[src/rtl/cia_wide_add_seq.sv]
// Wide add/subtract sequencer: one SLICE-bit carry-increment adder reused
// over WORDS cycles, least-significant word first, carry registered between slices.
module cia_wide_add_seq #(
  parameter int SLICE = 16,
  parameter int WORDS = 4,
  parameter int IDXW  = (WORDS > 1) ? $clog2(WORDS) : 1
) (
  input  logic                     clk,
  input  logic                     rst_n,
  input  logic                     in_valid,
  output logic                     in_ready,
  input  logic [SLICE*WORDS-1:0]   a,
  input  logic [SLICE*WORDS-1:0]   b,
  input  logic                     cin,
  input  logic                     sub,
  output logic                     out_valid,
  input  logic                     out_ready,
  output logic [SLICE*WORDS-1:0]   sum,
  output logic                     cout,
  output logic                     ovf,
  output logic                     busy
);

  localparam int W  = SLICE * WORDS;
  localparam int NG = SLICE / 4;
  localparam logic [IDXW-1:0] LAST = IDXW'(WORDS - 1);

  // Handshake: a transfer happens on a rising edge where valid && ready.
  // in_ready depends combinationally on out_ready only (DONE can hand off
  // the result and accept the next request on the same edge).

  typedef enum logic [1:0] {
    IDLE = 2'd0,
    RUN  = 2'd1,
    DONE = 2'd2
  } state_t;

  state_t state, state_nxt;

  logic [W-1:0]     opa, opb, sum_r;
  logic             carry_reg, cout_r, ovf_r;
  logic [IDXW-1:0]  idx;
  logic             accept, last;

  logic [SLICE-1:0] slice_a, slice_b, slice_sum;
  logic             slice_cout;
  logic [NG:0]      gc;

  assign in_ready  = (state == IDLE) || ((state == DONE) && out_ready);
  assign accept    = in_valid && in_ready;
  assign last      = (idx == LAST);
  assign out_valid = (state == DONE);
  assign busy      = (state == RUN);
  assign sum       = sum_r;
  assign cout      = cout_r;
  assign ovf       = ovf_r;

  assign slice_a = opa[int'(idx)*SLICE +: SLICE];
  assign slice_b = opb[int'(idx)*SLICE +: SLICE];

  // Carry-increment slice: each 4-bit group adds with carry 0, then the
  // incoming group carry selects between that sum and its +1 increment.
  assign gc[0] = carry_reg;
  for (genvar g = 0; g < NG; g++) begin : g_cia
    logic [4:0] raw;
    logic [3:0] inc;
    assign raw = {1'b0, slice_a[g*4 +: 4]} + {1'b0, slice_b[g*4 +: 4]};
    assign inc = raw[3:0] + 4'd1;
    assign slice_sum[g*4 +: 4] = gc[g] ? inc : raw[3:0];
    assign gc[g+1] = gc[g] ? (raw[4] | (&raw[3:0])) : raw[4];
  end
  assign slice_cout = gc[NG];

  always_ff @(posedge clk or negedge rst_n) begin
    if (!rst_n) state <= IDLE;
    else        state <= state_nxt;
  end

  always_comb begin
    state_nxt = state;
    case (state)
      IDLE:    if (accept) state_nxt = RUN;
      RUN:     if (last) state_nxt = DONE;
      DONE:    if (out_ready) state_nxt = in_valid ? RUN : IDLE;
      default: state_nxt = IDLE;
    endcase
  end

  always_ff @(posedge clk or negedge rst_n) begin
    if (!rst_n) begin
      opa       <= '0;
      opb       <= '0;
      sum_r     <= '0;
      carry_reg <= 1'b0;
      cout_r    <= 1'b0;
      ovf_r     <= 1'b0;
      idx       <= '0;
    end else if (accept) begin
      // Subtract is a + ~b + 1, so the inversion and forced carry happen here.
      opa       <= a;
      opb       <= sub ? ~b : b;
      carry_reg <= sub ? 1'b1 : cin;
      idx       <= '0;
    end else if (state == RUN) begin
      sum_r[int'(idx)*SLICE +: SLICE] <= slice_sum;
      carry_reg <= slice_cout;
      if (last) begin
        cout_r <= slice_cout;
        ovf_r  <= (opa[W-1] == opb[W-1]) && (slice_sum[SLICE-1] != opa[W-1]);
      end else begin
        idx <= idx + 1'b1;
      end
    end
  end

endmodule

[config.mk]
export PLATFORM = sky130hd
export DESIGN_NAME = cia_wide_add_seq
export DESIGN_NICKNAME = d
export VERILOG_FILES = /design/src/rtl/cia_wide_add_seq.sv
export SDC_FILE = /design/constraint.sdc
export NUM_CORES = 1
export LEC_CHECK = 0
export BUFFER_PORTS_ARGS = -buffer_cell sky130_fd_sc_hd__buf_2
export CORE_MARGIN = 3
export CORE_UTILIZATION = 45
export DETAILED_ROUTE_END_ITERATION = 16
export GPL_TIMING_DRIVEN = 0
export PLACE_DENSITY = 0.7
export SYNTH_ARGS = -nofsm -noshare
export SYNTH_HDL_FRONTEND = slang
export SYNTH_SLANG_ARGS = --single-unit
[constraint.sdc]
create_clock -name clk -period 4 [get_ports clk]
set_input_delay 0.2 -clock clk [delete_from_list [all_inputs] [get_ports clk]]
set_output_delay 0.2 -clock clk [all_outputs]
set_load 0.02 [all_outputs]
After elaboration in Yosys (flattened, before gate mapping)

Index checks and enable logic that the tools add are counted.

Reductions and logical operators: 14
Bitwise gates (word level): 6
Equality and inequality tests: 9
Mux-type cells: 21
Divide/modulo/power cells: 0
Order comparisons: 0
$mul: 0
Shift-type cells: 4
Add/sub/neg operators: 10

Operators by type and width:

| kind                       | count |
|---|---|
| $shiftx A64 B7 Y16         | 2 |
| $bwmux W64                 | 1 |
| $mux W64                   | 1 |
| $not A64 Y64               | 1 |
| $shift A16 B33 Y64 const A | 1 |
| $shiftx A16 B33 Y64        | 1 |
| $neg A6 Y33                | 1 |
| $add A4 B4 Y5              | 4 |
| $add A4 B1 Y4 const B      | 4 |
| $mux W4                    | 4 |
| $reduce_and A4 Y1          | 4 |
| $mux W2                    | 6 |
| $mux W1                    | 8 |
| $pmux W2 S3                | 1 |
| $reduce_and A3 Y1          | 2 |
| $eq A2 B2 Y1 const B       | 2 |
| $ne A2 B1 Y1 const B       | 2 |
| $ne A2 B2 Y1 const B       | 2 |
| $or A1 B1 Y1               | 4 |
| $reduce_and A2 Y1          | 2 |
| $logic_and A1 B1 Y1        | 3 |
| $add A2 B1 Y2 const B      | 1 |
| $eq A2 B1 Y1 const B       | 1 |
| $logic_not A2 Y1           | 1 |
| other kinds (5)            | 5 |

Memories: 0
Bits in latches: 0
Register bits after elaboration: 199
Word-level logic and storage cells: 72
Memory bits (writable): 0
Bits of input ports: 134
ROM bits: 0
Output and inout bits: 69

Logic depth before layout (Yosys ltp)

Depth in word-level cells: 10
Depth in mapped cells: 13
Mapped depth without buffers: 11

Least setup slack after synthesis

No wires, ideal clock.

Path kind: reg-to-reg
From: register idx[0]
To: register sum_r[14], in the netlist sum[14]
Path slack: -0.164 ns
Period minus slack after synthesis: 4.164 ns
Library setup time: 0.121 ns
Data required time: 3.879 ns
Arrival time: 4.043 ns
Cell stages (with the launch flop): 13
Cell sequence: dfrtp_1 clkbuf_1 buf_1 mux4_2 ha_1 fa_1 ha_1 nand3_2 o31ai_4 a41oi_2 nand2b_4 xnor2_2 a22o_1

Cells in the longest elaborated chain, start to end: 10
Elaborated cells on any way between the ends: 27
Those cells by class: add/sub (9); shift (4); mux (8); bitwise (3); reduce/logical (3)

Ends and longest elaborated chain:

| item                                         | RTL line | text |
|---|---|---|
| start, declared                              | 42       | `logic [IDXW-1:0] idx;` |
| start signal, assigned                       | 111      | `idx <= idx + 1'b1;` |
| $shiftx A64 B7 Y16, on equally long branches | 58, 59   |  |
| $add A4 B4 Y5                                | 67       | `assign raw = {1'b0, slice_a[g*4 +: 4]} + {1'b0, slice_b[g*4 +: 4]};` |
| $reduce_and A4 Y1                            | 70       | `assign gc[g+1] = gc[g] ? (raw[4] \| (&raw[3:0])) : raw[4];` |
| $or A1 B1 Y1                                 | 70       |  |
| $mux W1 (3 in series)                        | 70       |  |
| $mux W4                                      | 69       | `assign slice_sum[g*4 +: 4] = gc[g] ? inc : raw[3:0];` |
| $shiftx A16 B33 Y64                          | 105      | `sum_r[int'(idx)*SLICE +: SLICE] <= slice_sum;` |
| $bwmux W64 *                                 | 105      |  |
| end signal, assigned by index                | 105      |  |
| end, declared                                | 40       | `logic [W-1:0] opa, opb, sum_r;` |

Every way passes the cells marked *; elsewhere a longest branch is shown, timed or not.
A chain may end at the register's enable or synchronous reset.

Worst setup path in the final report

From: register idx[0]
To: register sum_r[46], in the netlist sum[46]

The elaborated chain is that of the path after synthesis.

==> results.ini <==
[finish]
final_common_cell = nand2_1
seqCellArea_um2 = 4980
fin_nets = 1394
antenna_cells = 0
post-route-util_pct = 60.1
fillCellCount = 1767
areaGrowthSynthToFinish_pct = 28.6
final_cell_area_um2 = 12400
final_cell_mix = 318 x nand2_1, 202 x buf_2, 198 x dfrtp_1, 113 x o21ai_0, 70 x xnor2_1
multiInputGateArea_um2 = 4490
drive_gt1_share_pct = 24.5

[clock_network]
htreeDepth = 4
cts_max_path_buffers = 2
clkTransAtPathRegs_ns = 0.07
cts_buffers = 17
clockRootBuffer = clkbuf_16
cts_tree = done
clock_sinks = 199
clock_latency_ns = 0.44

[critical_path]
r2r_setup_slack_ns = 0.10
cp_common_cell = ha_1
start_kind = flop
path_buf_inv = 2
r2r_end = sum[46]
slowest_delay_ns = 0.56
worst-r2r-cell-count = 12
setup.worst_path.end = sum[46]
arrival_ns = 4.22
cp_max_fo = 10
cp_cell_sequence = clkbuf_8 -> buf_12 -> mux4_2 -> ha_1 -> fa_1 -> ha_1 -> nand3_2 -> o31ai_4 -> a41oi_2 -> nand2b_4 -> xnor2_4 -> a22o_1
r2r-start = idx[0]
slowest_stage = mux4_2
crit_type = flop to flop
crit_required_ns = 4.32
crit_cells = 12
end_kind = flop
critPathTopFamily = adder cells
crit_start = idx[0]

[sta]
skew_ns = 0.0119
whs_ns = 0.0454
rsz0062_at_grt = yes
hold_violations = 0
fmax_mhz = 257
worst_slew_pin_slew_ns = 0.898
setup-violations-final = 0
period_share_pct = 97.4
slew_headroom_pct = 40.2
setup-tns-final_ns = 0
finalMaxSlewViolations = 0
period_minus_slack_ns = 3.90

[floorplanning]
fp.coreArea_um2 = 20600
ios = 203
die_area_um2 = 23200
start_util_pct = 46.7
die_h_um = 152
die_w_um = 152
row_count = 52

[synthesis]
yosys.area.top_type_share_pct = 51.7
synth-seq-area-share_pct = 51.7
synth_nets = 1105
yosys_warnings = 0
synth-seq-cells = 199
synth.distinct_cells = 55
synth_top_cells_by_area = dfrtp_1 52%, nand2_1 12%, mux4_2 7.5%
synth.avg_cell_area_um2 = 10.2
syn-instance-count = 941
yosysTopAreaCell = dfrtp_1
syn_area_um2 = 9640

[route]
vias = 7937
initialDrtViolationCount = 479
wl_per_cell_um = 18.2
routed_via_density = 5.25
drtAntennaViolNets = 0
drc = 0
dr.pass1.iters = 5
wirelength_um = 27500

[placed_design]
dp_hpwl_um = 20000
routabilityCongestion = 0.849
portBuffers = 201
dpl-instance-area_um2 = 11000

[global_routing]
grt_pass1_vias = 8134
grt_use_total_pct = 23.6
grt-ovfl-total = 0
antenna_found_initial = 0
grt_pass1_wl_um = 43200
grt_max_degree = 106

[hold_path]
holdCritPathClass = input port to flop

[run]
max_cap_viol_count = 0

[pwr]
power_switching_share_pct = 45.8
powerDensity_nw_per_um2 = 997
seqPwrFrac_pct = 27.3
power_mw = 12.4
power_frac_clock_pct = 14.0
p_leak_nw = 6.08
p_comb_share_pct = 58.6
vdd_ir_drop_max_mv = 0.717
p_int_mw = 6.69
switchingPower_mw = 5.66

[run_status]
status = complete, no violations

-- metal layers --
layer	track usage [%]	vias up	wire (µm)
li1	-	3738	-
met1	32.0	3854	11900
met2	38.2	296	13200
met3	4.57	49	1660
met4	8.18	0	757
met5	0	-	0
-- power by group through the flow --
stage / sequential, mW / clock (mW) / combinational (mW)
2_1_floorplan: 3.50 / 0 / 4.46
3_3_place_gp: 3.35 / 0 / 6.52
3_5_place_dp: 3.39 / 0 / 6.69
4_1_cts: 3.37 / 1.77 / 6.94
5_1_grt: 3.47 / 1.85 / 7.89
6_report: 3.38 / 1.73 / 7.24
-- final cells by class --
type | instances | share of cell area, %
well taps | 270 | 2.73
clock buffers | 20 | 3.60
repair buffers | 271 | 13.9
clock inverters | 12 | 1.13
inverters | 9 | 0.273
flip-flops and latches | 199 | 40.2
plain buffers | 52 | 1.95
multi-input cells | 680 | 36.2
-- synthesized netlist by cell type, drive strengths merged --
master	instances
o2bb2ai	1
nor3b	1
a211oi	1
a22o	20
or4	1
nand3	5
nand2b	4
clkbuf	43
or3b	1
a21boi	2
or2	3
and4b	1
inv	9
o31a	1
dfrtp	199
xor2	8
nor2b	2
o211ai	2
xnor2	74
and2	2
a2111oi	1
o21a	3
and3	1
a41oi	1
nand2	318
mux2i	5
nor3	4
and3b	1
nand4	4
ha	26
a21oi	10
o21ai	117
nand3b	1
buf	10
a21o	7
a311oi	1
o31ai	2
mux4	32
or3	2
nor2	9
fa	4
a211o	1
nor4	1
-- metrics by stage --
step | worst slack [ns] | cells
after CTS | 0.00307 | 1509
after detailed placement | -0.864 | 1413
after global routing | -0.0146 | 1513
after floorplan | 0.0343 | 941
final | 0.104 | 1513
after global placement | -0.809 | 1412
-- logic make-up after synthesis --
group	after synthesis	synth area share [%]
and+or+nand+nor	361	15.1
DFF	199	51.7
AOI/OAI and AO/OA	170	10.9
xor gates and xnor gates	82	7.68
buffers and inverters	62	2.43
muxes	37	8.00
adders and majority gates	30	4.21
-- what timing repair did --
| action | CTS | global route |
|---|---|---|
| pin swaps | 1 | 5 |
| gates resized for setup | 20 | 11 |
| setup buffers | 0 | 4 |
| endpoints found under the hold margin | 158 | 0 |
| hold buffers | 65 | 0 |
| setup endpoints to repair | 55 | 39 |
-- worst register-to-register path, delay by kind of cell (launching register included) --
| family | cells | cell delay, ns |
|---|---|---|
| compound gates | 3 | 0.96 |
| mux | 1 | 0.57 |
| buf+inv | 2 | 0.39 |
| xor+xnor | 1 | 0.18 |
| simple gates | 2 | 0.36 |
| flops | 1 | 0.36 |
| fa+ha+maj | 3 | 0.97 |
-- worst min-delay path by stage --
stage | slack [ns] | from | to | cells after the start
2_1_floorplan | -0.1 | rst_n | carry_reg | 0
3_3_place_gp | 0.39 | a[51] | opa[51] | 3
3_5_place_dp | 0.28 | rst_n | sum[7] | 1
4_1_cts | 0.03 | cin | carry_reg | 3
5_1_grt | 0.04 | b[30] | opb[30] | 3
6_report | 0.05 | b[34] | opb[34] | 3
Power figures use the tool's default switching activity.
